--- config.mk ---
export PLATFORM = sky130hd
export DESIGN_NAME = pcm_interp
export DESIGN_NICKNAME = d
export VERILOG_FILES = /design/src/rtl/pcm_interp.sv
export SDC_FILE = /design/constraint.sdc
export NUM_CORES = 1
export LEC_CHECK = 0
export ABC_AREA = 1
export ABC_CLOCK_PERIOD_IN_PS = 6400
export CAP_MARGIN = 20
export CORE_MARGIN = 2
export CORE_UTILIZATION = 25
export CTS_BUF_LIST = sky130_fd_sc_hd__clkbuf_4
export CTS_CLUSTER_SIZE = 30
export DETAILED_ROUTE_END_ITERATION = 10
export HOLD_SLACK_MARGIN = 0.08
export PLACE_DENSITY = 0.43
export SYNTH_ARGS = -nofsm -noshare
export SYNTH_HDL_FRONTEND = slang
export SYNTH_SLANG_ARGS = --single-unit
--- constraint.sdc ---
create_clock -name clk -period 6.4 [get_ports clk]
set_input_delay 0.64 -clock clk [delete_from_list [all_inputs] [get_ports clk]]
set_output_delay 0.64 -clock clk [all_outputs]
set_load 0.01 [all_outputs]
--- src/rtl/pcm_interp.sv ---
// PCM sample FIFO feeding a linear interpolator: one sample is dequeued per
// sample_tick and the output ramps toward it in 2^INTERP_LOG2 step_tick steps.
module pcm_interp #(
    parameter int INPUT_WIDTH = 8,
    parameter int FIFO_DEPTH  = 16,
    parameter int INTERP_LOG2 = 3
) (
    input  logic                          clk,
    input  logic                          reset,
    input  logic [INPUT_WIDTH-1:0]        in_sample,
    input  logic                          in_valid,
    output logic                          in_ready,
    input  logic                          sample_tick,
    input  logic                          step_tick,
    input  logic                          underrun_clr,
    output logic [INPUT_WIDTH-1:0]        out_sample,
    output logic [$clog2(FIFO_DEPTH):0]   fifo_level,
    output logic                          underrun
);
    localparam int W  = INPUT_WIDTH;
    localparam int AW = $clog2(FIFO_DEPTH);
    localparam int LW = AW + 1;
    localparam int KW = INTERP_LOG2 + 1;
    localparam int PW = INPUT_WIDTH + INTERP_LOG2 + 2;

    localparam logic [W-1:0]  MIDSCALE   = W'(1) << (W - 1);
    localparam logic [KW-1:0] K_MAX      = KW'(1) << INTERP_LOG2;
    localparam logic [LW-1:0] LEVEL_FULL = LW'(FIFO_DEPTH);

    logic [W-1:0]  mem_q [FIFO_DEPTH];
    logic [AW-1:0] wr_ptr_q, wr_ptr_d;
    logic [AW-1:0] rd_ptr_q, rd_ptr_d;
    logic [LW-1:0] level_q, level_d;
    logic [W-1:0]  prev_q, prev_d;
    logic [W-1:0]  target_q, target_d;
    logic [KW-1:0] k_q, k_d;
    logic          underrun_q, underrun_d;
    logic [W-1:0]  out_q, out_d;

    logic fifo_empty, fifo_full, push, pop;

    logic signed [W:0]    diff;
    logic signed [PW-1:0] diff_ext, k_ext, prod, step_off, sum;
    logic                 sum_unused;

    assign fifo_empty = (level_q == '0);
    assign fifo_full  = (level_q == LEVEL_FULL);
    // Ready is held low during reset so nothing is offered into a FIFO being cleared.
    assign in_ready   = !reset && !fifo_full;
    assign push       = in_valid && in_ready;
    assign pop        = sample_tick && !fifo_empty;

    // Interpolation: prev + floor((target - prev) * k / N), truncated to W bits.
    assign diff       = $signed({1'b0, target_q}) - $signed({1'b0, prev_q});
    assign diff_ext   = {{(PW - W - 1){diff[W]}}, diff};
    assign k_ext      = {{(PW - KW){1'b0}}, k_q};
    assign prod       = diff_ext * k_ext;
    assign step_off   = prod >>> INTERP_LOG2;
    assign sum        = $signed({{(PW - W){1'b0}}, prev_q}) + step_off;
    assign sum_unused = ^sum[PW-1:W];
    assign out_d      = sum[W-1:0];

    always_comb begin
        wr_ptr_d   = wr_ptr_q;
        rd_ptr_d   = rd_ptr_q;
        level_d    = level_q;
        prev_d     = prev_q;
        target_d   = target_q;
        k_d        = k_q;
        underrun_d = underrun_q;

        if (push) wr_ptr_d = wr_ptr_q + AW'(1);
        if (pop)  rd_ptr_d = rd_ptr_q + AW'(1);

        case ({push, pop})
            2'b10:   level_d = level_q + LW'(1);
            2'b01:   level_d = level_q - LW'(1);
            default: level_d = level_q;
        endcase

        // A sample tick always restarts the ramp; a coincident step is dropped.
        if (sample_tick) begin
            prev_d = target_q;
            k_d    = '0;
            if (!fifo_empty) target_d = mem_q[rd_ptr_q];
        end else if (step_tick && (k_q != K_MAX)) begin
            k_d = k_q + KW'(1);
        end

        if (underrun_clr)               underrun_d = 1'b0;
        if (sample_tick && fifo_empty)  underrun_d = 1'b1;
    end

    always_ff @(posedge clk) begin
        if (push) mem_q[wr_ptr_q] <= in_sample;
    end

    always_ff @(posedge clk) begin
        if (reset) begin
            wr_ptr_q   <= '0;
            rd_ptr_q   <= '0;
            level_q    <= '0;
            prev_q     <= MIDSCALE;
            target_q   <= MIDSCALE;
            k_q        <= K_MAX;
            underrun_q <= 1'b0;
            out_q      <= MIDSCALE;
        end else begin
            wr_ptr_q   <= wr_ptr_d;
            rd_ptr_q   <= rd_ptr_d;
            level_q    <= level_d;
            prev_q     <= prev_d;
            target_q   <= target_d;
            k_q        <= k_d;
            underrun_q <= underrun_d;
            out_q      <= out_d;
        end
    end

    assign out_sample = out_q;
    assign fifo_level = level_q;
    assign underrun   = underrun_q;

endmodule
==> results by group, run 1 <==
Floorplanning
  • Initial core utilization: 25.4%
  • Die Width: 189 µm
  • Die Area: 0.0356 mm²
  • Io pins: 29
  • # rows: 67
  • Core box area: 0.0335 mm²
  • Die Ht: 189 µm

Critical path
  • Slowest cell delay on critical path: 540 ps
  • Depth of the worst register-to-register path: 26
  • Worst path arrival time: 5740 ps
  • Critical-path top delay cell: fa_1
  • Worst setup EP type: register
  • Critical path type: register to register
  • R2r setup slk: 1120 ps
  • Critical path fanouts, max: 4
  • Capturing point of the worst reg2reg path: out_sample[7]$_SDFF_PP1_
  • Critical Path Source Type: register
  • CP required: 6870 ps
  • R2R Path Start: target_q[0]$_SDFFE_PP0P_

Cells and area
  • Non-Filler Cell Area, Final: 0.00956 mm²
  • Share of cells above drive strength 1: 8.59%
  • # nets final: 934
  • Footprint of the multi-input gates: 0.00325 mm²
  • FF/Latch Area: 0.00469 mm²
  • Final core occ: 28.5%
  • ANT cells: 0
  • Fill count: 3545
  • Syn-to-layout area delta: 12.1%

Route
  • Detailed-router iteration count before antenna repair: 5
  • Final WL: 21700 µm
  • Detail Route Antenna Nets: 0
  • DR WL/cell: 16.4 µm
  • Vias post-DR: 5943
  • Vias per cell: 4.50
  • DRC violations left: 0
  • DRT iter0 DRCs: 392

Synth
  • Cell area after synthesis: 0.00853 mm²
  • Compound-cell area share of the yosys netlist: 13.5%
  • XOR/XNOR Fraction of Synth Area: 1.34%
  • Yosys warning count: 0
  • Register bit total from synthesis: 170
  • Synth area leaders: edfxtp_1, dfxtp_1, ha_1
  • Simple-gate share of the synthesized area: 12.9%
  • Post-synth cell types: 41
  • Sequential area share after synthesis: 54.9%
  • Syn avg cell area: 10.2 µm²
  • Syn nets: 913
  • Syn Inst Count: 839
  • Largest family of logic cells by synthesized area: compound AO/OA/AOI/OAI gates
  • Share of the synthesized area in the top cell type: 45.1%
  • Area leader, netlist: edfxtp_1
  • Post-Synth Adder-Cell Area: 10.3%
  • Post-synthesis mux area share: 0%

Run status
  • Status: complete, no violations

STA
  • WHS: 473 ps
  • Fin crit period: 5280 ps
  • Final Max Tran Viols: 0
  • Clock Skew: 16.8 ps
  • Final setup vio count: 0
  • RSZ-0062 raised after global routing: false
  • Worst setup margin: 1120 ps
  • Fmax: 0.189 GHz
  • Slew @ Worst Pin: 1020 ps
  • Period utilization: 82.5%
  • TNS Setup: 0 ps
  • Slew margin rel.: 31.9%
  • Final hold violation count: 0

Clock network
  • Clk slew on worst S/H paths: 160 ps
  • Clock Path Buffers: 2
  • CTS-repair resized insts: 0
  • Hold_buf cts: 0
  • Worst skew pair latency: 580 ps
  • Post-CTS Setup Bufs: 0
  • CTS buffer count: 17
  • H-tree Lvls: 4
  • CTS sink cnt: 170
  • Clk root buf: clkbuf_4
  • CTS tree: built

Hold path
  • HP Start: target_q[3]$_SDFFE_PP0P_
  • Hold Path Class: register to register
  • Hold EP: prev_q[3]$_SDFFE_PP0P_
  • Min-Delay Path Depth: 2

Power
  • Lkg Pwr: 3.59 nW
  • Worst vdd ir: 0.158 mV
  • P per Cell Area: 364 mW/mm²

GRT
  • Number of global-route vias before repair: 5732
  • Global-route wire length before repair: 33600 µm
  • GRT Util Overall: 12.5%
  • Initial antenna violation count: 0
  • Pin count of the biggest net entering global routing: 67
  • Grt ovf: 0

Placed design
  • Pre-CTS setup slack: 1110 ps
  • GPL Wtd Cong: 0.769
  • Dpl hpwl: 14400 µm
  • IO Port Bufs: 28
  • Placed Area: 0.00925 mm²

Run
  • Max-cap violation count: 0
-- per-layer routing --
metal | wire, µm | vias up | global-route usage, %
li1 | - | 2935 | -
met4 | 488 | 0 | 3.85
met5 | 0 | - | 0
met3 | 599 | 24 | 2.18
met1 | 10100 | 2888 | 16.4
met2 | 10500 | 96 | 20.9
-- cell families (layout without fill, tap and decap cells) --
family | Yosys count | count (layout)
compound gates | 197 | 197
simple gates | 255 | 255
buf+inv | 144 | 178
xor+xnor | 13 | 13
fa+ha+maj | 60 | 60
flops | 170 | 170
-- final cells by class --
| type | count | share of cell area, % |
|---|---|---|
| clock buffers | 19 | 1.49 |
| well taps | 448 | 5.87 |
| flip-flops and latches | 170 | 49.1 |
| clock inverters | 13 | 1.73 |
| repair buffers | 35 | 3.48 |
| multi-input cells | 525 | 34.0 |
| inverters | 111 | 4.36 |
-- layout by cell type (no fill, tap or decap), types with 10 or more instances in the layout --
| master | instances |
|---|---|
| o22ai_1 | 16 |
| inv_2 | 10 |
| o21ai_1 | 23 |
| nand2_1 | 73 |
| nor2_1 | 123 |
| ha_1 | 43 |
| inv_1 | 99 |
| clkdlybuf4s50_1 | 28 |
| dfxtp_1 | 40 |
| edfxtp_1 | 128 |
| a21oi_1 | 39 |
| nand3_1 | 29 |
| o211ai_1 | 20 |
| o221ai_1 | 16 |
| clkbuf_4 | 19 |
| fa_1 | 17 |
| o21ai_0 | 71 |
| nand2_2 | 10 |
-- through the flow --
stage / instances / power, mW
3_5_place_dp: 1289 / 2.83
3_3_place_gp: 1289 / 2.82
4_1_cts: 1321 / 3.53
2_1_floorplan: 839 / 2.42
5_1_grt: 1321 / 3.77
6_report: 1321 / 3.48
-- worst max-delay path, delay by kind of cell (launching register included) --
kind | cells | cell delay, ps
adders and majority gates | 7 | 2580
AOI/OAI and AO/OA | 7 | 1030
and+or+nand+nor | 6 | 550
xor gates and xnor gates | 2 | 460
DFF | 1 | 360
buffers and inverters | 4 | 190
-- flip-flops by register name (all words and copies together) (netlist names) --
register    flops
k_q             4
wr_ptr_q        4
out_sample      8
rd_ptr_q        4
prev_q          8
target_q        8
underrun        1
fifo_level      5
mem_q         128
-- where the power goes --
| part | leakage (nW) | switching [mW] | internal, mW |
|---|---|---|---|
| logic | 1.92 | 0.935 | 0.525 |
| clock network | 0.169 | 0.409 | 0.285 |
| registers | 1.50 | 0.0625 | 1.26 |
-- synthesized netlist by cell type --
master / number
a211oi_1: 2
a21o_1: 2
a21oi_1: 39
a21oi_2: 1
a21oi_4: 1
a31oi_1: 3
buf_2: 5
buf_4: 5
buf_6: 3
clkbuf_1: 19
clkbuf_4: 1
clkinv_1: 2
dfxtp_1: 42
edfxtp_1: 128
fa_1: 17
ha_1: 43
inv_1: 99
inv_2: 10
nand2_1: 73
nand2_2: 10
nand2_4: 1
nand3_1: 29
nand3_2: 5
nand3b_1: 1
nand4_1: 3
nor2_1: 123
nor2_2: 3
nor2_4: 1
nor3_1: 1
nor4_1: 1
nor4_2: 1
o211ai_1: 20
o21a_1: 1
o21ai_0: 71
o21ai_1: 23
o21ai_2: 2
o221ai_1: 16
o22ai_1: 16
or2_1: 3
xnor2_1: 6
xor2_1: 7
-- worst max path at each step --
stage	from	endpoint	slack, ps	depth (start not counted)
6_report	target_q[0]$_SDFFE_PP0P_	out_sample[7]$_SDFF_PP1_	1120	26
3_3_place_gp	target_q[0]$_SDFFE_PP0P_	out_sample[7]$_SDFF_PP1_	1210	25
2_1_floorplan	prev_q[2]$_SDFFE_PP0P_	out_sample[7]$_SDFF_PP1_	1530	29
3_5_place_dp	prev_q[2]$_SDFFE_PP0P_	out_sample[7]$_SDFF_PP1_	1110	29
4_1_cts	target_q[0]$_SDFFE_PP0P_	out_sample[7]$_SDFF_PP1_	1070	26
5_1_grt	prev_q[1]$_SDFFE_PP0P_	out_sample[7]$_SDFF_PP1_	630	30
Note: power is estimated with default switching activity, not from simulation.
==> run 2: changes to the inputs <==
--- a/config.mk
+++ b/config.mk
@@ -6,7 +6,7 @@
 export NUM_CORES = 1
 export LEC_CHECK = 0
 export ABC_AREA = 1
-export ABC_CLOCK_PERIOD_IN_PS = 6400
+export ABC_CLOCK_PERIOD_IN_PS = 4300
 export CAP_MARGIN = 20
 export CORE_MARGIN = 2
 export CORE_UTILIZATION = 25
@@ -14,7 +14,7 @@
 export CTS_CLUSTER_SIZE = 30
 export DETAILED_ROUTE_END_ITERATION = 10
 export HOLD_SLACK_MARGIN = 0.08
-export PLACE_DENSITY = 0.43
+export PLACE_DENSITY = 0.45
 export SYNTH_ARGS = -nofsm -noshare
 export SYNTH_HDL_FRONTEND = slang
 export SYNTH_SLANG_ARGS = --single-unit
==> constraint.sdc (replaced) <==
create_clock -name clk -period 4.3 [get_ports clk]
set_input_delay 0.43 -clock clk [delete_from_list [all_inputs] [get_ports clk]]
set_output_delay 0.43 -clock clk [all_outputs]
set_load 0.01 [all_outputs]
==> run 2 against run 1 <==
Against the previous run:
- the flow now finishes with violations (setup timing)
- critical path depth decreased by 1
- cell count rose by 5.8%
- first-iteration DRC count down 17%
- global-route usage up 0.11 points
- critical endpoint unchanged
==> results by group, run 2 (synthesis results as in run 1) <==
Route
  • DRC violations left: 0 (unchanged)
  • DRT iter0 DRCs: 326 (-17%)
  • Detailed-router iteration count before antenna repair: 5 (unchanged)
  • Vias per cell: 4.35 (-3.3%)
  • DR WL/cell: 15.6 µm (-5.0%)
  • Vias post-DR: 6082 (+2.3%)
  • Final WL: 21800 µm (+0.51%)
  • Detail Route Antenna Nets: 0 (unchanged)

Run status
  • Status: finished with violations
  • Failing checks: setup timing

Cells and area
  • ANT cells: 0 (unchanged)
  • # nets final: 1011 (+8.2%)
  • Syn-to-layout area delta: 21.6%
  • Commonest non-fill, non-tap cell in the layout: edfxtp_1
  • Largest reg by FF count: mem_q
  • Share of cells above drive strength 1: 20.8% (+12 points)
  • Final core occ: 30.9% (+2.4 points)
  • Final std cells w/o fill: 1398 (+5.8%)
  • Max reg flops: 128 (unchanged)
  • Most frequent cells in the layout: edfxtp_1, nor2_1, inv_1

STA
  • RSZ-0062 raised after global routing: true
  • Worst setup margin: -369 ps (-1490 ps)
  • Final setup vio count: 4 (+4)
  • Period utilization: 109% (+26 points)
  • Fin crit period: 4670 ps (-610 ps)
  • Fmax: 0.214 GHz (+13%)
  • Final Max Tran Viols: 0 (unchanged)
  • Clock Skew: 37.1 ps (+20.3 ps)
  • Final hold violation count: 0 (unchanged)
  • Slew margin rel.: 27.5% (-4.4 points)
  • Slew @ Worst Pin: 1090 ps (+67.9 ps)
  • TNS Setup: -1000 ps (-1000 ps)
  • WHS: 454 ps (-18.6 ps)

Clock network
  • CTS tree: built
  • Worst skew pair latency: 590 ps (about the same)
  • CTS sink cnt: 170 (unchanged)
  • H-tree Lvls: 4 (unchanged)
  • CTS buffer count: 17 (unchanged)
  • Hold_buf cts: 0 (unchanged)
  • Clk root buf: clkbuf_4
  • Clock Path Buffers: 2 (unchanged)
  • Clk slew on worst S/H paths: 170 ps (about the same)

Critical path
  • CP required: 4790 ps (-2080 ps)
  • Worst path arrival time: 5160 ps (-580 ps)
  • Depth of the worst register-to-register path: 25 (-3.8%)
  • Critical path fanouts, max: 4 (unchanged)
  • R2r setup slk: -370 ps (-1490 ps)
  • R2R Path Start: target_q[0]$_SDFFE_PP0P_
  • Critical Path Source Type: register
  • Critical path type: register to register
  • Worst setup EP type: register
  • Capturing point of the worst reg2reg path: out_sample[7]$_SDFF_PP1_

Power
  • Clock share of power: 15.3% (-4.7 points)
  • P per Cell Area: 572 mW/mm² (+57%)
  • Logic pwr share: 51.6% (+9.6 points)
  • Worst vdd ir: 0.216 mV (+36%)
  • Power, Total: 5.93 mW (+70%)
  • Cell internal pwr: 3.56 mW (+72%)
  • Sw Pwr: 2.37 mW (+69%)
  • Switching share of total power: 40.0% (-0.46 points)
  • Power share of the sequential group: 33.1% (-5.0 points)
  • Lkg Pwr: 3.95 nW (+10%)

Hold path
  • Hold Path Class: primary input to register
  • Hold EP: underrun$_SDFFE_PP0P_
  • HP Start: underrun_clr
  • Min-Delay Path Depth: 4 (+2)

Floorplanning
  • Die Area: 0.0356 mm² (unchanged)
  • # rows: 67 (unchanged)
  • Die Width: 189 µm (unchanged)
  • Core box area: 0.0335 mm² (unchanged)
  • Initial core utilization: 25.4% (unchanged)
  • Io pins: 29 (unchanged)
  • Die Ht: 189 µm (unchanged)

Placed design
  • Dpl hpwl: 14800 µm (+2.8%)
  • Placed cells: 1360 (+5.5%)
  • IO Port Bufs: 28 (unchanged)
  • GPL Wtd Cong: 0.760 (-1.1%)

GRT
  • Initial antenna violation count: 0 (unchanged)
  • Number of global-route vias before repair: 5978 (+4.3%)
  • Pin count of the biggest net entering global routing: 67 (unchanged)
  • Grt ovf: 0 (unchanged)
  • Global-route wire length before repair: 34200 µm (+2.0%)
  • GRT Util Overall: 12.6% (+0.11 points)

Run
  • Max-cap violation count: 0 (unchanged)
-- run 2: cell count changes in the layout (fill, tap and decap cells not counted), moves of 4 or more --
cell	previous run	this run
a21oi_1	39	33
a21oi_2	1	5
buf_4	7	82
ha_1	43	32
ha_4	0	10
inv_1	99	90
inv_2	10	19
-- run 2: how the worst max path moves through the flow --
stage	from	endpoint	slack, ps	depth (start not counted)
final	target_q[0]$_SDFFE_PP0P_	out_sample[7]$_SDFF_PP1_	-370	25
after global routing	target_q[0]$_SDFFE_PP0P_	out_sample[7]$_SDFF_PP1_	-700	26
after CTS	target_q[0]$_SDFFE_PP0P_	out_sample[7]$_SDFF_PP1_	-400	25
after detailed placement	target_q[0]$_SDFFE_PP0P_	out_sample[6]$_SDFF_PP0_	-540	25
after global placement	target_q[0]$_SDFFE_PP0P_	out_sample[7]$_SDFF_PP1_	-480	28
after floorplan	target_q[0]$_SDFFE_PP0P_	out_sample[7]$_SDFF_PP1_	-280	26
-- run 2: timing repair --
action | in CTS | in global routing
buffers inserted | 5 | 1
endpoints found under the setup margin | 5 | 6
pin swaps | 24 | 14
gates resized for setup | 19 | 11
-- run 2: area by class of cell --
| type | instances | area, µm² |
|---|---|---|
| multi-input cells | 525 | 3510 |
| inverters | 111 | 417 |
| clock inverters | 15 | 141 |
| repair buffers | 112 | 918 |
| flip-flops and latches | 170 | 4690 |
| clock buffers | 17 | 128 |
| well taps | 448 | 561 |
| fillers | 3536 | 23200 |
-- run 2: metal layers --
layer | GRT usage (%) | wire (µm) | vias to the layer above
li1 | - | - | 3092
met1 | 17.0 | 10500 | 2910
met2 | 21.3 | 10600 | 74
met3 | 2.18 | 546 | 6
met4 | 2.34 | 80 | 0
met5 | 0 | 0 | -
-- run 2: stage by stage --
stage	setup slack, ps	area, µm²
after floorplan	-275	8690
after global placement	-479	9940
after detailed placement	-545	9940
after CTS	-403	10300
after global routing	-698	10400
final	-369	10400
-- run 2: worst max-delay path, stage by stage (launching register included) --
cell	delay (ps)
dfxtp_2	360
inv_2	50
ha_4	150
fa_2	360
nand3b_1	190
nand2_2	120
xor2_2	170
inv_2	70
nor2_2	100
ha_1	250
fa_1	540
inv_1	50
fa_1	490
inv_2	50
ha_4	260
a21oi_4	180
o21ai_2	80
xor2_1	160
ha_1	310
buf_6	130
a211oi_2	200
nand3_1	100
nand2_1	90
inv_1	50
nand3_2	60
nand3_2	50
-- run 2: power by group through the flow --
stage / Clock, mW / Combinational (mW) / Sequential, mW
3_3_place_gp: 0 / 2.89 / 2.00
4_1_cts: 0.941 / 3.04 / 1.97
2_1_floorplan: 0 / 1.74 / 2.01
3_5_place_dp: 0 / 2.89 / 2.00
5_1_grt: 1.01 / 3.44 / 1.98
6_report: 0.906 / 3.06 / 1.97
==> run 3: changes to the inputs <==
--- a/config.mk
+++ b/config.mk
@@ -9,12 +9,12 @@
 export ABC_CLOCK_PERIOD_IN_PS = 4300
 export CAP_MARGIN = 20
 export CORE_MARGIN = 2
-export CORE_UTILIZATION = 25
+export CORE_UTILIZATION = 58
 export CTS_BUF_LIST = sky130_fd_sc_hd__clkbuf_4
 export CTS_CLUSTER_SIZE = 30
 export DETAILED_ROUTE_END_ITERATION = 10
 export HOLD_SLACK_MARGIN = 0.08
-export PLACE_DENSITY = 0.45
+export PLACE_DENSITY = 0.83
 export SYNTH_ARGS = -nofsm -noshare
 export SYNTH_HDL_FRONTEND = slang
 export SYNTH_SLANG_ARGS = --single-unit
==> run 3 against run 2 <==
Against the previous run:
- the run still ends with setup timing left
- first-iteration DRC count rose to 2.7 times the previous value
- clock power up 6.1%
- power up 6.0%
- critical path depth up 5
- routed wire length down 6.9%
- maximum frequency down 4.2%
- critical endpoint unchanged
- highest routed layer unchanged
==> results by group, run 3 (synthesis results as in run 1) <==
Critical path
  • Cell mode on critical path: inv_2
  • CP required: 4770 ps (-20 ps)
  • Critical Path Source Type: register
  • Critical-path top delay cell: fa_1
  • Slowest cell delay on critical path: 520 ps (-20 ps)
  • Worst setup EP type: register
  • Critical Path Stages: 30 (+20%)
  • Critical path type: register to register
  • CP top delay family: adder cells
  • Depth of the worst register-to-register path: 30 (+20%)
  • Crit path buf inv count: 8 (+2)
  • Worst path arrival time: 5340 ps (+180 ps)
  • Critical path fanouts, max: 3 (-1)

Route
  • Final WL: 20300 µm (-6.9%)
  • DRC violations left: 0 (unchanged)
  • DR WL/cell: 17.9 µm (+15%)
  • Vias per cell: 5.84 (+34%)
  • Detail Route Antenna Nets: 0 (unchanged)
  • Vias post-DR: 6609 (+8.7%)
  • DRT iter0 DRCs: 883 (+170%)
  • Detailed-router iteration count before antenna repair: 7 (+2)

Clock network
  • CTS buffer count: 17 (unchanged)
  • Clock Path Buffers: 2 (unchanged)
  • CTS sink cnt: 170 (unchanged)
  • CTS tree: built
  • Hold_buf cts: 0 (unchanged)
  • Clk slew on worst S/H paths: 150 ps (-20 ps)
  • Clk root buf: clkbuf_4
  • H-tree Lvls: 4 (unchanged)
  • Worst skew pair latency: 560 ps (-30 ps)

Cells and area
  • Final std cells w/o fill: 1132 (-19%)
  • Share of cells above drive strength 1: 22.2% (+1.3 points)
  • Syn-to-layout area delta: 19.0%
  • Most frequent cells in the layout: edfxtp_1, nor2_1, inv_1
  • Largest reg by FF count: mem_q
  • Commonest non-fill, non-tap cell in the layout: edfxtp_1
  • Max reg flops: 128 (unchanged)
  • # nets final: 1008 (-0.30%)
  • Non-Filler Cell Area, Final: 0.0101 mm² (-2.1%)

Placed design
  • Pre-CTS setup slack: -551 ps (-6.36 ps)
  • GPL Wtd Cong: 0.866 (+14%)
  • Placed cells: 1079 (-21%)
  • Placed Area: 0.00949 mm² (-4.6%)
  • IO Port Bufs: 28 (unchanged)
  • Dpl hpwl: 12800 µm (-14%)

Power
  • Switching share of total power: 39.0% (-0.98 points)
  • Sw Pwr: 2.45 mW (+3.4%)
  • Logic pwr share: 53.5% (+1.9 points)
  • Worst vdd ir: 0.478 mV (+120%)
  • Power share of the sequential group: 31.2% (-1.9 points)
  • Cell internal pwr: 3.83 mW (+7.7%)
  • Lkg Pwr: 3.96 nW (+0.19%)
  • P per Cell Area: 619 mW/mm² (+8.3%)
  • Clock share of power: 15.3% (about the same)

Run status
  • Failing checks: setup timing
  • Status: finished with violations

STA
  • Final Max Tran Viols: 0 (unchanged)
  • Slew @ Worst Pin: 1100 ps (+11.6 ps)
  • Clock Skew: 25.1 ps (-11.9 ps)
  • Final setup vio count: 5 (+1)
  • WHS: 490 ps (+35.7 ps)
  • Slew margin rel.: 26.7% (-0.75 points)
  • RSZ-0062 raised after global routing: true
  • Worst setup margin: -572 ps (-203 ps)
  • Period utilization: 113% (+4.7 points)
  • Fmax: 0.205 GHz (-4.2%)
  • Final hold violation count: 0 (unchanged)
  • Fin crit period: 4870 ps (+203 ps)

Floorplanning
  • Initial core utilization: 59.1% (+34 points)
  • Io pins: 29 (unchanged)
  • Die Ht: 125 µm (-34%)
  • Die Width: 125 µm (-34%)
  • Core box area: 0.0144 mm² (-57%)
  • Die Area: 0.0157 mm² (-56%)
  • # rows: 44 (-34%)

GRT
  • GRT Util Overall: 26.4% (+14 points)
  • Global-route wire length before repair: 32200 µm (-6.0%)
  • Initial antenna violation count: 1 (+1)
  • Number of global-route vias before repair: 6417 (+7.3%)
  • Pin count of the biggest net entering global routing: 67 (unchanged)
  • Grt ovf: 0 (unchanged)

Hold path
  • Min-Delay Path Depth: 2 (-2)
  • Hold Path Class: register to register

Run
  • Max-cap violation count: 0 (unchanged)
[run 3: routing by layer]
layer / vias up / GRT usage (%) / routed length, µm
li1: 3087 / - / -
met2: 290 / 47.2 / 10600
met5: - / 0 / 0
met4: 0 / 11.1 / 726
met1: 3169 / 31.7 / 7700
met3: 63 / 4.45 / 1230
[run 3: per-stage QoR]
step	TNS, ps	utilization (%)	power, mW
floorplan	-545	-	3.74
detailed placement	-1730	65.8	4.74
finish	-1800	70.4	6.29
global placement	-1170	65.8	4.64
global route	-2860	70.4	6.68
CTS	-1250	69.6	6.05
[run 3: power groups by stage]
stage                     sequential (mW)  clock, mW  combinational [mW]
after floorplan                      2.01          0                1.74
after global placement               1.99          0                2.65
after detailed placement             2.00          0                2.75
after CTS                            1.96      0.959                3.13
after global routing                 1.97       1.03                3.68
final                                1.96      0.961                3.37
[run 3: repair_timing]
action	4_1_cts	5_1_grt
pin swaps	46	7
setup endpoints to repair	5	7
gates resized for setup	37	17
setup buffers	18	3
[run 3: path summary, 6_finish.rpt]
check | startpoint | end | slack [ps]
hold / removal | underrun$_SDFFE_PP0P_ | underrun$_SDFFE_PP0P_ | 490
setup reg to reg | target_q[0]$_SDFFE_PP0P_ | out_sample[7]$_SDFF_PP1_ | -570
setup / recovery | target_q[0]$_SDFFE_PP0P_ | out_sample[7]$_SDFF_PP1_ | -570
hold reg to reg | underrun$_SDFFE_PP0P_ | underrun$_SDFFE_PP0P_ | 490
[run 3: final cells by class]
type | instances | area, µm²
sequential | 170 | 4690
fill | 976 | 4280
multi-input combinational | 525 | 3580
timing repair buffer | 109 | 923
inverter | 111 | 417
tap | 184 | 230
clock inverter | 15 | 174
clock buffer | 17 | 128
antenna | 1 | 2.50
[run 3: tightest hold or removal path, cell delays in order, from the launching register on]
cell and delay [ps]:
dfxtp_1 340, nand2_1 60, a21oi_1 60
